$ cat src/rtl/mem_access_pkg.sv
// Shared types for the memory access sequencer: FSM state encoding,
// RV32I load/store size codes and a funct3 -> access size decode.
package mem_access_pkg;

  typedef enum logic [1:0] {
    ST_IDLE = 2'd0,
    ST_RD   = 2'd1,
    ST_WR   = 2'd2,
    ST_DONE = 2'd3
  } state_t;

  typedef enum logic [1:0] {
    SZ_B = 2'd0,
    SZ_H = 2'd1,
    SZ_W = 2'd2
  } size_t;

  localparam logic [2:0] F3_B  = 3'b000;
  localparam logic [2:0] F3_H  = 3'b001;
  localparam logic [2:0] F3_W  = 3'b010;
  localparam logic [2:0] F3_BU = 3'b100;
  localparam logic [2:0] F3_HU = 3'b101;

  // Unsupported codes (011, 110, 111) fall through to a full word access.
  function automatic size_t f3_size(input logic [2:0] f3);
    case (f3)
      F3_B, F3_BU: return SZ_B;
      F3_H, F3_HU: return SZ_H;
      default:     return SZ_W;
    endcase
  endfunction

endpackage

$ cat src/rtl/mem_lane_align.sv
// Byte/halfword lane steering between a 32-bit memory word and the core.
// Load side extracts and sign/zero extends; store side merges new data
// into the previously read word so the memory can always write 4 bytes.
module mem_lane_align
  import mem_access_pkg::*;
(
  input  logic [31:0] word,
  input  logic [31:0] wdata,
  input  logic [1:0]  lane,
  input  logic [2:0]  funct3,
  output logic [31:0] load_data,
  output logic [31:0] store_data
);

  logic [7:0]  byte_sel;
  logic [15:0] half_sel;
  logic        sgn;
  size_t       size;

  // Lane selection and extension for loads, lane merge for stores.
  always_comb begin
    size       = f3_size(funct3);
    sgn        = ~funct3[2];
    byte_sel   = word[{lane, 3'b000} +: 8];
    half_sel   = lane[1] ? word[31:16] : word[15:0];
    load_data  = word;
    store_data = word;
    case (size)
      SZ_B: begin
        load_data = {{24{sgn & byte_sel[7]}}, byte_sel};
        store_data[{lane, 3'b000} +: 8] = wdata[7:0];
      end
      SZ_H: begin
        load_data = {{16{sgn & half_sel[15]}}, half_sel};
        if (lane[1]) store_data[31:16] = wdata[15:0];
        else         store_data[15:0]  = wdata[15:0];
      end
      default: begin
        load_data  = word;
        store_data = wdata;
      end
    endcase
  end

endmodule

$ cat src/rtl/mem_access_unit.sv
// Memory access sequencer between the multicycle control FSM and the
// unified byte-addressable memory. Handles fetch, load and store, with
// read-modify-write for sub-word stores.
// Build option: MEM_ACCESS_MISALIGN_CHECK_EN rejects misaligned halfword,
// word and fetch requests (done with err, no memory strobe).
//
// state   | meaning
// --------+-----------------------------------------------------------
// IDLE    | waiting for req; latches the request when it arrives
// RD      | mem_read held; wait counter runs down, then data captured
// WR      | mem_write for one cycle with the merged/stored word
// DONE    | one-cycle done pulse (err valid), back to IDLE
module mem_access_unit
  import mem_access_pkg::*;
#(
  parameter int ADDR_W      = 32,
  parameter int WAIT_STATES = 0
) (
  input  logic              clk,
  input  logic              reset,
  input  logic              req,
  input  logic              is_fetch,
  input  logic              we,
  input  logic [2:0]        funct3,
  input  logic [ADDR_W-1:0] addr,
  input  logic [31:0]       wdata,
  output logic [ADDR_W-1:0] mem_addr,
  output logic [31:0]       mem_wdata,
  output logic              mem_read,
  output logic              mem_write,
  input  logic [31:0]       mem_rdata,
  output logic [31:0]       ir,
  output logic [31:0]       mdr,
  output logic              busy,
  output logic              done,
  output logic              err
);

  localparam logic [3:0] WAIT_INIT = 4'(WAIT_STATES);

  state_t      state_q, state_d;
  logic        fetch_q;
  logic        we_q;
  logic [2:0]  f3_q;
  logic [1:0]  lane_q;
  logic [31:0] wdata_q;
  logic [3:0]  cnt_q;
  logic        misalign;
  logic        is_sw;
  logic [31:0] load_data;
  logic [31:0] store_data;

  assign is_sw = ~is_fetch & we & (f3_size(funct3) == SZ_W);

`ifdef MEM_ACCESS_MISALIGN_CHECK_EN
  logic err_q;

  // Alignment rule: fetch/word need addr[1:0]==0, halfword needs addr[0]==0.
  always_comb begin
    misalign = 1'b0;
    if (is_fetch) begin
      misalign = (addr[1:0] != 2'b00);
    end else begin
      case (f3_size(funct3))
        SZ_H:    misalign = addr[0];
        SZ_W:    misalign = (addr[1:0] != 2'b00);
        default: misalign = 1'b0;
      endcase
    end
  end

  assign err = err_q & (state_q == ST_DONE);
`else
  assign misalign = 1'b0;
  assign err      = 1'b0;
`endif

  mem_lane_align u_align (
    .word       (mem_rdata),
    .wdata      (wdata_q),
    .lane       (lane_q),
    .funct3     (f3_q),
    .load_data  (load_data),
    .store_data (store_data)
  );

  // State register.
  always_ff @(posedge clk or negedge reset) begin
    if (!reset) state_q <= ST_IDLE;
    else        state_q <= state_d;
  end

  // Next-state decode; sw skips the read, sub-word stores read first.
  always_comb begin
    state_d = state_q;
    case (state_q)
      ST_IDLE: begin
        if (req) begin
          if (misalign)   state_d = ST_DONE;
          else if (is_sw) state_d = ST_WR;
          else            state_d = ST_RD;
        end
      end
      ST_RD: begin
        if (cnt_q == 4'd0) state_d = (fetch_q || !we_q) ? ST_DONE : ST_WR;
      end
      ST_WR:   state_d = ST_DONE;
      default: state_d = ST_IDLE;
    endcase
  end

  assign mem_read  = (state_q == ST_RD);
  assign mem_write = (state_q == ST_WR);
  assign busy      = (state_q != ST_IDLE);
  assign done      = (state_q == ST_DONE);

  // Request latch, wait counter and result registers.
  always_ff @(posedge clk or negedge reset) begin
    if (!reset) begin
      fetch_q   <= 1'b0;
      we_q      <= 1'b0;
      f3_q      <= 3'b000;
      lane_q    <= 2'b00;
      wdata_q   <= 32'h0;
      cnt_q     <= 4'd0;
      mem_addr  <= '0;
      mem_wdata <= 32'h0;
      ir        <= 32'h0;
      mdr       <= 32'h0;
`ifdef MEM_ACCESS_MISALIGN_CHECK_EN
      err_q     <= 1'b0;
`endif
    end else begin
      case (state_q)
        ST_IDLE: begin
          if (req) begin
            fetch_q  <= is_fetch;
            we_q     <= we;
            f3_q     <= funct3;
            lane_q   <= addr[1:0];
            wdata_q  <= wdata;
            cnt_q    <= WAIT_INIT;
            mem_addr <= {addr[ADDR_W-1:2], 2'b00};
            if (is_sw && !misalign) mem_wdata <= wdata;
`ifdef MEM_ACCESS_MISALIGN_CHECK_EN
            err_q    <= misalign;
`endif
          end
        end
        ST_RD: begin
          if (cnt_q != 4'd0)  cnt_q     <= cnt_q - 4'd1;
          else if (fetch_q)   ir        <= mem_rdata;
          else if (!we_q)     mdr       <= load_data;
          else                mem_wdata <= store_data;
        end
        default: ;
      endcase
    end
  end

endmodule

$ cat config.mk
export PLATFORM = sky130hd
export DESIGN_NAME = mem_access_unit
export DESIGN_NICKNAME = d
export VERILOG_FILES = /design/src/rtl/mem_access_pkg.sv /design/src/rtl/mem_lane_align.sv /design/src/rtl/mem_access_unit.sv
export SDC_FILE = /design/constraint.sdc
export NUM_CORES = 1
export LEC_CHECK = 0
export ABC_AREA = 1
export CAP_MARGIN = 10
export CORE_MARGIN = 4
export CORE_UTILIZATION = 40
export CTS_BUF_LIST = sky130_fd_sc_hd__clkbuf_4 sky130_fd_sc_hd__clkbuf_8
export DETAILED_ROUTE_END_ITERATION = 10
export PLACE_DENSITY = 0.68
export SYNTH_ARGS = -nofsm -noshare
export SYNTH_HDL_FRONTEND = slang
export SYNTH_HIERARCHICAL = 1
export SYNTH_SLANG_ARGS = --single-unit
$ cat constraint.sdc
create_clock -name clk -period 6.3 [get_ports clk]
set_input_delay 0.945 -clock clk [delete_from_list [all_inputs] [get_ports clk]]
set_output_delay 0.945 -clock clk [all_outputs]
set_load 0.05 [all_outputs]
---- Word level (Yosys, flattened, before mapping) ----
Index checks and enable logic that the tools add are counted.
word-level totals
  bits in read-only memories .............. 0
  memories ................................ 0
  logic and storage cells ................. 85
  bits in registers ....................... 171
  latch bits .............................. 0
  input bits .............................. 104
  output and inout bits ................... 133
  memory bits (writable) .................. 0
operators by class
  bitwise operators ....................... 9
  magnitude comparators ................... 0
  mux-type cells .......................... 22
  multiply operators ...................... 0
  div/mod/pow operators ................... 0
  shifts and indexed selects .............. 3
  add/sub/neg operators ................... 2
  reduce and logical (&&, ||, !) cells .... 20
  equality and inequality tests ........... 18
operator list
  operator                                                                number
  32-bit case mux with 2 select lines                                     3
  32-bit 2-to-1 mux                                                       5
  16-bit 2-to-1 mux                                                       3
  32-bit bitwise mux                                                      1
  8-bit by 7-bit variable shift with 32-bit output, first input constant  1
  32-bit by 6-bit variable part select with 8-bit output                  1
  8-bit by 7-bit variable part select with 32-bit output                  1
  3-bit == test, second input constant                                    4
  4-bit 2-to-1 mux                                                        2
  2-bit != test, second input constant                                    4
  2-bit case mux with 2 select lines                                      2
  4-bit case mux with 2 select lines                                      1
  2-bit OR reduction                                                      4
  5-bit negation with 7-bit output                                        1
  2-bit == test, second input constant                                    3
  3-bit by 1-bit == test with 1-bit output, second input constant         2
  3-bit zero test                                                         2
  2-bit 2-to-1 mux                                                        3
  2-bit by 1-bit != test with 1-bit output, second input constant         3
  2-bit case mux with 3 select lines                                      1
  3-bit AND reduction                                                     2
  6-bit AND reduction                                                     1
  1-bit NOT                                                               5
  1-bit bitwise AND                                                       4
  11 further kinds                                                        15

---- Depth between registers and ports, before layout ----
Gate-level depths: netlist of run 1.
  depth in word-level cells ............... 9
  mapped depth ............................ 13
  gate-level depth less buffers ........... 12

---- By module ----
Netlist of run 1, hierarchy kept.
by module, submodules not included
  module           cells an instance  times used  sequential area each (sq um)  area each (sq um)
  mem_access_unit  767                1           4279.1                        7173.1
  mem_lane_align   431                1           0.0                           1884.3

---- Least setup slack after synthesis of run 1 ----
OpenSTA, ideal clock, no wires.
  kind .................................... reg2reg
  start ................................... register state_q[1]
  end ..................................... register mem_wdata[0]
  stages on the path, launching flop included .. 12
  data arrival time ....................... 1.931 ns
  library setup time ...................... 0.119 ns
  path slack .............................. 4.250 ns
  cells stage by stage .................... dfrtp_1 -> inv_1 -> ha_1 -> buf_2 -> inv_2 -> nand2_1 -> nand2_2 -> a21oi_4 -> nand2_4 -> buf_6 -> nand2_1 -> nand2_1
between the ends
  longest elaborated chain between the ends .. 3
  elaborated cells on any way between the ends .. 10
RTL lines
  element                                                       RTL line                text
  start: declaration                                            mem_access_unit.sv:41   state_t state_q, state_d;
  start signal: assignment                                      mem_access_unit.sv:90   else state_q <= state_d;
  2-bit by 1-bit == test with 1-bit output (*)                  n/a
  named net mem_read                                            mem_access_unit.sv:29   output logic mem_read,
  2-bit != test (no source line), or another cell as far along  n/a
  6-bit AND reduction (no source line)                          n/a
  end signal: assignment                                        mem_access_unit.sv:144  if (is_sw && !misalign) mem_wdata <= wdata;
  end signal: assignment                                        mem_access_unit.sv:154  else mem_wdata <= store_data;
  end: declaration                                              mem_access_unit.sv:28   output logic [31:0] mem_wdata,
Mark *: on every way through the listed nets, which the timed path passes. The rest lies on a longest branch.
A chain may end at the register's enable or synchronous reset.

---- Final worst setup path of run 1 ----
  start ................................... register state_q[0]
  end ..................................... output busy
between the ends
  longest elaborated chain between the ends .. 1
RTL lines
  element             RTL line                text
  2-bit nonzero test  mem_access_unit.sv:114  assign busy = (state_q != ST_IDLE);
  end: declaration    mem_access_unit.sv:34   output logic busy,
No other way between the ends.

==> results of run 1 <==
-- per-layer routing --
metal  wire length, µm  share of wire [%]
met5                 0                  0
met4               304                1.1
met1             12400                 45
met2             12500                 45
met3              2480                8.9
-- per-stage QoR --
step	cell area (µm²)	hold WS (ns)	total power [mW]	cells	worst slack [ns]
CTS	11800	0.489	7.40	1686	3.08
detailed placement	11500	0.461	6.61	1654	3.14
global placement	11500	0.459	6.55	1654	3.19
finish	11900	0.485	7.37	1687	3.12
floorplan	9060	0.453	5.20	1200	4.25
global route	11900	0.516	7.91	1687	3.01
-- cell usage in the layout, fill, tap and decap left out, types with 2 or more instances in the layout --
cell             count
o21ai_2              2
inv_8                2
inv_1              154
nor2_4               2
clkdlybuf4s50_1    232
conb_1               3
nor2_1              53
dfrtp_1            171
nand2_4              2
mux2_2              36
nand2_1            418
nand3_1             79
o21ai_0            152
o21ai_1             12
o211ai_1             7
inv_6                8
buf_4                7
nand2_2              2
clkbuf_8            19
o22ai_1              8
ha_1                 9
nand3_2              2
nand4_1              5
inv_2                7
o21bai_2             2
-- final cells by class --
cell class | instances | area share (%)
flip-flops and latches | 171 | 36.0
multi-input cells | 801 | 32.3
repair buffers | 241 | 20.3
inverters | 162 | 5.12
well taps | 280 | 2.95
clock buffers | 19 | 2.20
clock inverters | 13 | 1.03
-- cell families (layout without fill, tap and decap cells) --
| kind of cell | Yosys count | after routing | share of synthesized area, % |
|---|---|---|---|
| other | 1 | 3 | 0.0414 |
| AND/OR/NAND/NOR | 566 | 566 | 25.3 |
| XOR/XNOR | 1 | 1 | 0.0967 |
| buffers and inverters | 228 | 435 | 10.6 |
| flip-flops | 171 | 171 | 47.2 |
| AO/OA/AOI/OAI | 185 | 185 | 10.9 |
| multiplexers | 36 | 36 | 4.48 |
| adder cells (fa/ha/maj) | 10 | 10 | 1.38 |
-- cell usage after synthesis (2+ instances only) --
cell type,n
buf_2,26
clkbuf_1,22
nand2_1,419
nor2_4,2
o21ai_0,152
o21bai_2,2
ha_1,10
inv_1,154
nand4_1,5
buf_1,5
nand3_1,79
nand3_2,2
dfrtp_1,171
o211ai_1,7
nand2_2,2
o21ai_1,12
mux2_2,36
inv_2,7
buf_6,6
buf_4,6
o21ai_2,2
o22ai_1,8
nor2_1,53
-- sequential cells by signal, summed over array words and instances, names as in the netlist --
register,flops
ir,32
mdr,32
mem_wdata,32
wdata_q,32
mem_addr,30
cnt_q,4
f3_q,3
lane_q,2
state_q,2
fetch_q,1
we_q,1
-- worst paths after layout --
kind,end,startpoint,slack [ns],cells past startpoint
hold reg to reg,mem_wdata[28],mem_wdata[28],0.48,2
min in group asynchronous,ir[23],reset,0.53,1
hold / removal,mem_wdata[28],mem_wdata[28],0.48,2
setup reg to reg,mdr[10],state_q[1],3.40,5
setup / recovery,busy,state_q[0],3.12,4
max in group asynchronous,wdata_q[10],reset,4.63,2
-- critical path: stages, from the launching register on --
cell,delay [ns]
dfrtp_1,0.42
inv_1,0.09
ha_1,0.31
inv_1,0.13
clkdlybuf4s50_1,0.81
-- power by group through the flow --
stage	Sequential, mW	Combinational, mW	Clock (mW)
detailed placement	2.04	4.57	0
CTS	2.03	4.59	0.790
global route	2.10	4.97	0.840
floorplan	3.31	1.89	0
finish	2.03	4.58	0.763
global placement	2.03	4.53	0
==> metrics.txt, run 1 <==
status complete, no violations; multi-input logic area 3840 µm²; residual DRC count 0; vias in the first global route 7,913; Post-synth ARST share between 90% and 100%; area of the mapped netlist between 9000 and 10,000 µm²; VDD IR max 0.479 mV; Crit Path Class flip-flop to primary output; final period utilization 50.5%; Max Cap Viol 0; gpl congestion 0.899; DP HPWL 20.1 mm; final setup fails 0; CTS Buf Count 17; CTS tree built; # clock sinks 171; PwrDens 621 nW/µm²; fmax 315 MHz; Clock Power Share 10.3%; Leakage 5.97 nW; Clock transition at path regs 0.10 ns; Starting Density 41.1%; Filler Cells Inserted 2,165; worst path required time 5.35 ns; met3 GRT Util 5.84%; final critical-path required period 3.18 ns; GR Util met2 34.0%; CP Data Arrival Time 2.23 ns; antenna violations before repair 0; count of cell types in the netlist 33; die area 25,100 µm²; final hold violations 0; # H-tree levels 4; Setup TNS 0 ns; Seq/Total Area, Yosys 47.2%; CP max FO 5; GRT Max-Usage Layer met2; maximum root-to-sink buffer count 2; CTS root buf clkbuf_8; die width 158 µm; Worst slew margin 25.6%; drt total wl about 28 mm; net switching power 3.94 mW; Core Rows 54; P&R area growth vs syn 31.1%; count of final max-slew check failures 0; ANT nets after route 0; GR Util met1 a little under a third; Post-synth EDFFs 0; vias ~8,400; fin util 53.9%; register area between 4000 and 5000 µm²; Avg Cell Area, Syn 7.56 µm²; Post-CTS Setup Inserts 0; # hold bufs at CTS 0; top post-synthesis cells by area dfrtp_1 47%, nand2_1 17%, o21ai_0 8.4%; Comb power frac between 60% and 70%; Nets 1,508; switching share of power 53.5%; wire length per cell ~16 µm; router iterations before antenna repair 5; total grt overflow 0; Slew @ Worst Pin 1.12 ns; CTS resizes 0; yosys synthesis warning count 6; Die H 158 µm; Synth top area share between 40% and 50%; Synth area leader dfrtp_1; Final Skew ~0.015 ns; clk_lat worst skew around 0.47 ns; DR iter-0 viols roughly 800; GRT Total Usage roughly 22%; port buffer count 233; first-pass GRT wire length 43.4 mm; crit start category flip-flop; layout cell share with drive strength beyond 1 7.04%; # IOs 237; largest net degree at the start of global routing 103; Syn Inst Count 1,198; Via density around 5; RSZ-0062 raised after global routing no; register share of total power 27.5%; Antenna Cells 0; Worst Hold Class flip-flop to flip-flop; core area 22,000 µm²; Int Power roughly 3.4 mW; ys flop type dfrtp_1; number of synthesized register bits 171; CP endpoint kind primary output
No activity file was read; power rests on OpenSTA's default activity.
==> inputs of run 2 (changes only) <==
clock period = 3 ns   (was 6.3 ns; I/O delays follow)
==> run 2 against run 1 <==
Effect of this change:
- cell area grew 0.46%
- combinational power up 110%
- core utilization grew 0.25 points
- power rose by 110%
- critical path type unchanged
==> metrics.txt, run 2 (synthesis gave the netlist of run 1 again) <==
DP HPWL 20.8 mm (+3.3%); Core Rows 54 (unchanged); CP endpoint kind primary output; Worst slew margin 37.0% (+11 points); Max Cap Viol 0 (unchanged); # hold bufs at CTS 1 (+1); antenna violations before repair 0 (unchanged); setup ws final 0.323 ns (-2.80 ns); wire length per cell 16.6 µm (+1.3%); switching share of power 53.6% (+0.082 points); VDD IR max 0.748 mV (+56%); CTS Buf Count 17 (unchanged); Leakage 5.99 nW (+0.37%); Int Power 7.22 mW (+110%); core area 22,000 µm² (unchanged); port buffer count 233 (unchanged); CTS root buf clkbuf_8; drt total wl 28.2 mm (+1.9%); slowest cell delay on critical path 0.82 ns (about the same); die area 25,100 µm² (unchanged); CP most frequent cell inv_1; Comb power frac 62.7% (+0.5 points); commonest non-fill, non-tap cell in the layout nand2_1; # H-tree levels 4 (unchanged); Clock Power Share 10.1% (-0.2 points); Slew @ Worst Pin 0.945 ns (-0.170 ns); final hold violations 0 (unchanged); clk_lat worst skew 0.47 ns (about the same); final period utilization around nine tenths; Crit Path Class flip-flop to primary output; layout cell share with drive strength beyond 1 7.69% (+0.66 points); Antenna Cells 0 (unchanged); P&R area growth vs syn 31.7%; fin util 54.1% (+0.25 points); Critical Path Start state_q[0]; total power 15.6 mW (+110%); final critical-path required period 2.68 ns; residual DRC count 0 (unchanged); largest net degree at the start of global routing 87 (-16%); CP endpoint busy; Place WS 0.659 ns (-2.48 ns); fmax 374 MHz; # IOs 237 (unchanged); vias 8,434 (+0.059%); status complete, no violations; final setup fails 0 (unchanged); Die H 158 µm (unchanged); maximum root-to-sink buffer count 2 (unchanged); CTS tree built; RSZ-0062 raised after global routing no; crit start category flip-flop; ANT nets after route 0 (unchanged); GRT Total Usage 22.5% (+0.60 points); count of final max-slew check failures 0 (unchanged); die width 158 µm (unchanged); Nets 1,518 (+0.66%); router iterations before antenna repair 5 (unchanged); vias in the first global route 8,082 (+2.1%); Critical-path top delay cell clkdlybuf4s50_1; r2r endpoint mdr[13]; DR iter-0 viols 734 (-5.7%); CP Data Arrival Time 2.23 ns (about the same); Clock transition at path regs 0.09 ns (about the same); gpl congestion 0.947 (+5.3%); Worst R2R Start cnt_q[0]; Setup TNS 0 ns (unchanged); R2R Setup Slk 0.67 ns (-2.73 ns); PwrDens 1300 nW/µm² (+110%); commonest non-fill, non-tap cells in the layout 418 x nand2_1, 231 x clkdlybuf4s50_1, 171 x dfrtp_1; Starting Density 41.1% (unchanged); Worst Hold Class flip-flop to flip-flop; CTS resizes 0 (unchanged); Post-CTS Setup Inserts 0 (unchanged); first-pass GRT wire length 44.4 mm (+2.3%); Via density 4.97 (-0.53%); # clock sinks 171 (unchanged); Reg2Reg Depth 8 (+3); Final Skew 0.0132 ns (-0.00152 ns); worst path required time 2.55 ns (-2.80 ns); worst-path cell chain inv_1, ha_1, inv_1, clkdlybuf4s50_1; CP max FO 5 (unchanged); register share of total power 27.2% (-0.3 points); net switching power 8.34 mW (+110%); total grt overflow 0 (unchanged)
-- run 2: changes by cell type in the layout (fill, tap and decap cells not counted), sizes merged --
| cell | before | now |
|---|---|---|
| buf | 9 | 19 |
| clkdlybuf4s50 | 232 | 231 |
| clkinv | 4 | 5 |
| clkinvlp | 0 | 4 |
| dlygate4sd3 | 0 | 1 |
| inv | 171 | 166 |
-- run 2: layout make-up --
type / count / area, µm²
multi-input combinational: 801 / 3840
tap: 280 / 350
fill: 2162 / 10100
inverter: 162 / 608
timing repair buffer: 251 / 2480
sequential: 171 / 4280
clock buffer: 19 / 262
clock inverter: 13 / 110
-- run 2: metal layers --
layer	vias to the layer above	GRT usage, %	share of wire [%]
met2	376	35.2	44
met3	31	6.01	9.2
met5	-	0	0
met4	0	5.12	1.7
met1	3883	31.6	45
li1	4144	-	-
-- run 2: worst min path at each step --
| stage | depth (start not counted) | to | slack (ns) | from |
|---|---|---|---|---|
| after floorplan | 0 | cnt_q[0] | 0.15 | reset |
| after global placement | 1 | ir[23] | 0.46 | reset |
| after detailed placement | 1 | ir[23] | 0.46 | reset |
| after CTS | 2 | mem_wdata[23] | 0.49 | mem_wdata[23] |
| after global routing | 2 | mem_wdata[1] | 0.50 | mem_wdata[1] |
| final | 2 | mem_wdata[26] | 0.48 | mem_wdata[26] |
-- run 2: per-stage QoR --
stage	hold WS, ns	area (µm²)	std cells
3_5_place_dp	0.459	11500	1664
4_1_cts	0.485	11900	1697
5_1_grt	0.503	11900	1697
6_report	0.484	11900	1697
3_3_place_gp	0.456	11500	1664
2_1_floorplan	0.154	9060	1200
-- run 2: critical path, delay by kind of cell, from the launching register on --
kind                       cells  cell delay [ns]
buffers and inverters          3             1.04
DFF                            1             0.41
adders and majority gates      1             0.31
-- run 2: power by group through the flow --
stage / clock (mW) / sequential, mW / combinational [mW]
3_5_place_dp: 0 / 4.26 / 9.75
6_report: 1.58 / 4.23 / 9.75
5_1_grt: 1.73 / 4.37 / 10.6
2_1_floorplan: 0 / 6.96 / 3.96
3_3_place_gp: 0 / 4.24 / 9.66
4_1_cts: 1.63 / 4.22 / 9.79
==> inputs of run 3 (changes only) <==
CORE_UTILIZATION = 51   (was 40)
PLACE_DENSITY = 0.83   (was 0.68)
==> run 3 against run 2 <==
Effect of this change:
- first-iteration DRC count is 36% higher
- clock skew up 0.0020 ns
- critical endpoint unchanged
- global-route usage is 5.6 points higher
==> metrics.txt, run 3 (synthesis gave the netlist of run 1 again) <==
Final Instance Area 11,800 µm² (-0.75%); Comb power frac 62.7% (about the same); total grt overflow 0 (unchanged); P&R area growth vs syn 30.7%; commonest non-fill, non-tap cells in the layout 418 x nand2_1, 231 x clkdlybuf4s50_1, 171 x dfrtp_1; layout cell share with drive strength beyond 1 7.50% (-0.19 points); CTS tree built; vias in the first global route 8,545 (+5.7%); CTS Buf Count 17 (unchanged); Worst Hold Class input pin to async pin; register share of total power 27.5% (+0.3 points); CTS resizes 0 (unchanged); Critical-path top delay cell clkdlybuf4s50_1; Via density 5.23 (+5.2%); die area 20,000 µm² (-21%); crit start category flip-flop; PwrDens 1310 nW/µm² (+0.63%); Clock transition at path regs 0.10 ns (about the same); final period utilization 89.9% (+0.67 points); wire length per cell 16.9 µm (+1.7%); CTS root buf clkbuf_8; switching share of power 53.4% (-0.19 points); register area 4280 µm² (unchanged); maximum root-to-sink buffer count 2 (unchanged); Clock Power Share 9.8% (-0.3 points); CP most frequent cell inv_1; die width 141 µm (-11%); Placed Area 11,500 µm² (-0.57%); worst path required time 2.55 ns (about the same); Nets 1,514 (-0.26%); count of final max-slew check failures 0 (unchanged); status complete, no violations; Final Skew 0.0153 ns (+0.00203 ns); net switching power 8.30 mW (-0.50%); WP buf/inv 3 (unchanged); Die H 141 µm (-11%); # IOs 237 (unchanged); CP Data Arrival Time 2.25 ns (+0.02 ns); Worst slew margin 31.3% (-5.6 points); clk_lat worst skew 0.46 ns (about the same); Core Rows 48 (-11%); core area 17,400 µm² (-21%); DR iter-0 viols 1,001 (+36%); largest net degree at the start of global routing 77 (-11%); Starting Density 52.2% (+11 points); ANT nets after route 0 (unchanged); VDD IR max 0.974 mV (+30%); Filler Cells Inserted 1,418 (-34%); # hold bufs at CTS 0 (-1); GRT Total Usage 28.1% (+5.6 points); Leakage 5.99 nW (about the same); Post-CTS Setup Inserts 0 (unchanged); # clock sinks 171 (unchanged); Int Power 7.24 mW (+0.28%); # H-tree levels 4 (unchanged); setup ws final 0.303 ns (-0.0202 ns); slowest cell delay on critical path 0.84 ns (+0.02 ns); CP endpoint kind primary output; Max Cap Viol 0 (unchanged); fmax 371 MHz (-0.75%); final hold violations 0 (unchanged); residual DRC count 0 (unchanged); total power 15.5 mW (-0.13%); first-pass GRT wire length 44.5 mm (+0.31%); gpl congestion 0.963 (+1.7%); worst-path cell chain inv_1, ha_1, inv_1, clkdlybuf4s50_1; Slew @ Worst Pin 1.03 ns (+0.0834 ns); Crit Path Class flip-flop to primary output; final critical-path required period 2.70 ns (+0.0202 ns); multi-input logic area 3840 µm² (unchanged); Place WS 0.545 ns (-0.114 ns); commonest non-fill, non-tap cell in the layout nand2_1; Antenna Cells 0 (unchanged); final setup fails 0 (unchanged); drt total wl 27.7 mm (-1.8%); router iterations before antenna repair 6 (+1); port buffer count 233 (unchanged); vias 8,562 (+1.5%); CP max FO 5 (unchanged); Setup TNS 0 ns (unchanged); antenna violations before repair 0 (unchanged); top cell family by delay on the critical path buffers and inverters; RSZ-0062 raised after global routing no; DP HPWL 20.6 mm (-0.70%)
[run 3: per-layer routing]
metal | global-route usage [%] | wire length, µm | vias to the layer above
met1 | 36.1 | 11200 | 3975
li1 | - | - | 4144
met5 | 0 | 0 | -
met3 | 7.65 | 2640 | 46
met2 | 46.6 | 13200 | 397
met4 | 8.57 | 629 | 0
[run 3: power groups by stage]
| stage | combinational (mW) | clock [mW] | sequential [mW] |
|---|---|---|---|
| CTS | 9.75 | 1.55 | 4.26 |
| finish | 9.74 | 1.52 | 4.28 |
| floorplan | 3.96 | 0 | 6.96 |
| global placement | 9.56 | 0 | 4.25 |
| global route | 10.5 | 1.65 | 4.40 |
| detailed placement | 9.72 | 0 | 4.29 |
[run 3: stage by stage]
step	util, %	instances	hold WS (ns)
floorplan	-	1200	0.154
global placement	66.1	1606	0.456
detailed placement	66.1	1606	0.462
CTS	68.2	1638	0.0275
global route	68.2	1638	0.0476
finish	68.2	1638	0.00160
[run 3: area by class of cell]
type | instances | share of cell area (%)
inverters | 162 | 5.14
clock buffers | 20 | 2.27
clock inverters | 12 | 0.751
flip-flops and latches | 171 | 36.2
well taps | 225 | 2.38
multi-input cells | 801 | 32.4
repair buffers | 247 | 20.9
[run 3: worst paths after layout]
| path | start | to | slack [ns] | cells past startpoint |
|---|---|---|---|---|
| hold reg to reg | mem_wdata[16] | mem_wdata[16] | 0.48 | 2 |
| min in group clk | mem_wdata[16] | mem_wdata[16] | 0.48 | 2 |
| setup reg to reg | cnt_q[0] | ir[12] | 0.57 | 6 |
| max in group asynchronous | reset | mem_addr[31] | 2.23 | 2 |
| hold / removal | reset | mdr[17] | 0.002 | 1 |
| setup / recovery | state_q[0] | busy | 0.30 | 4 |
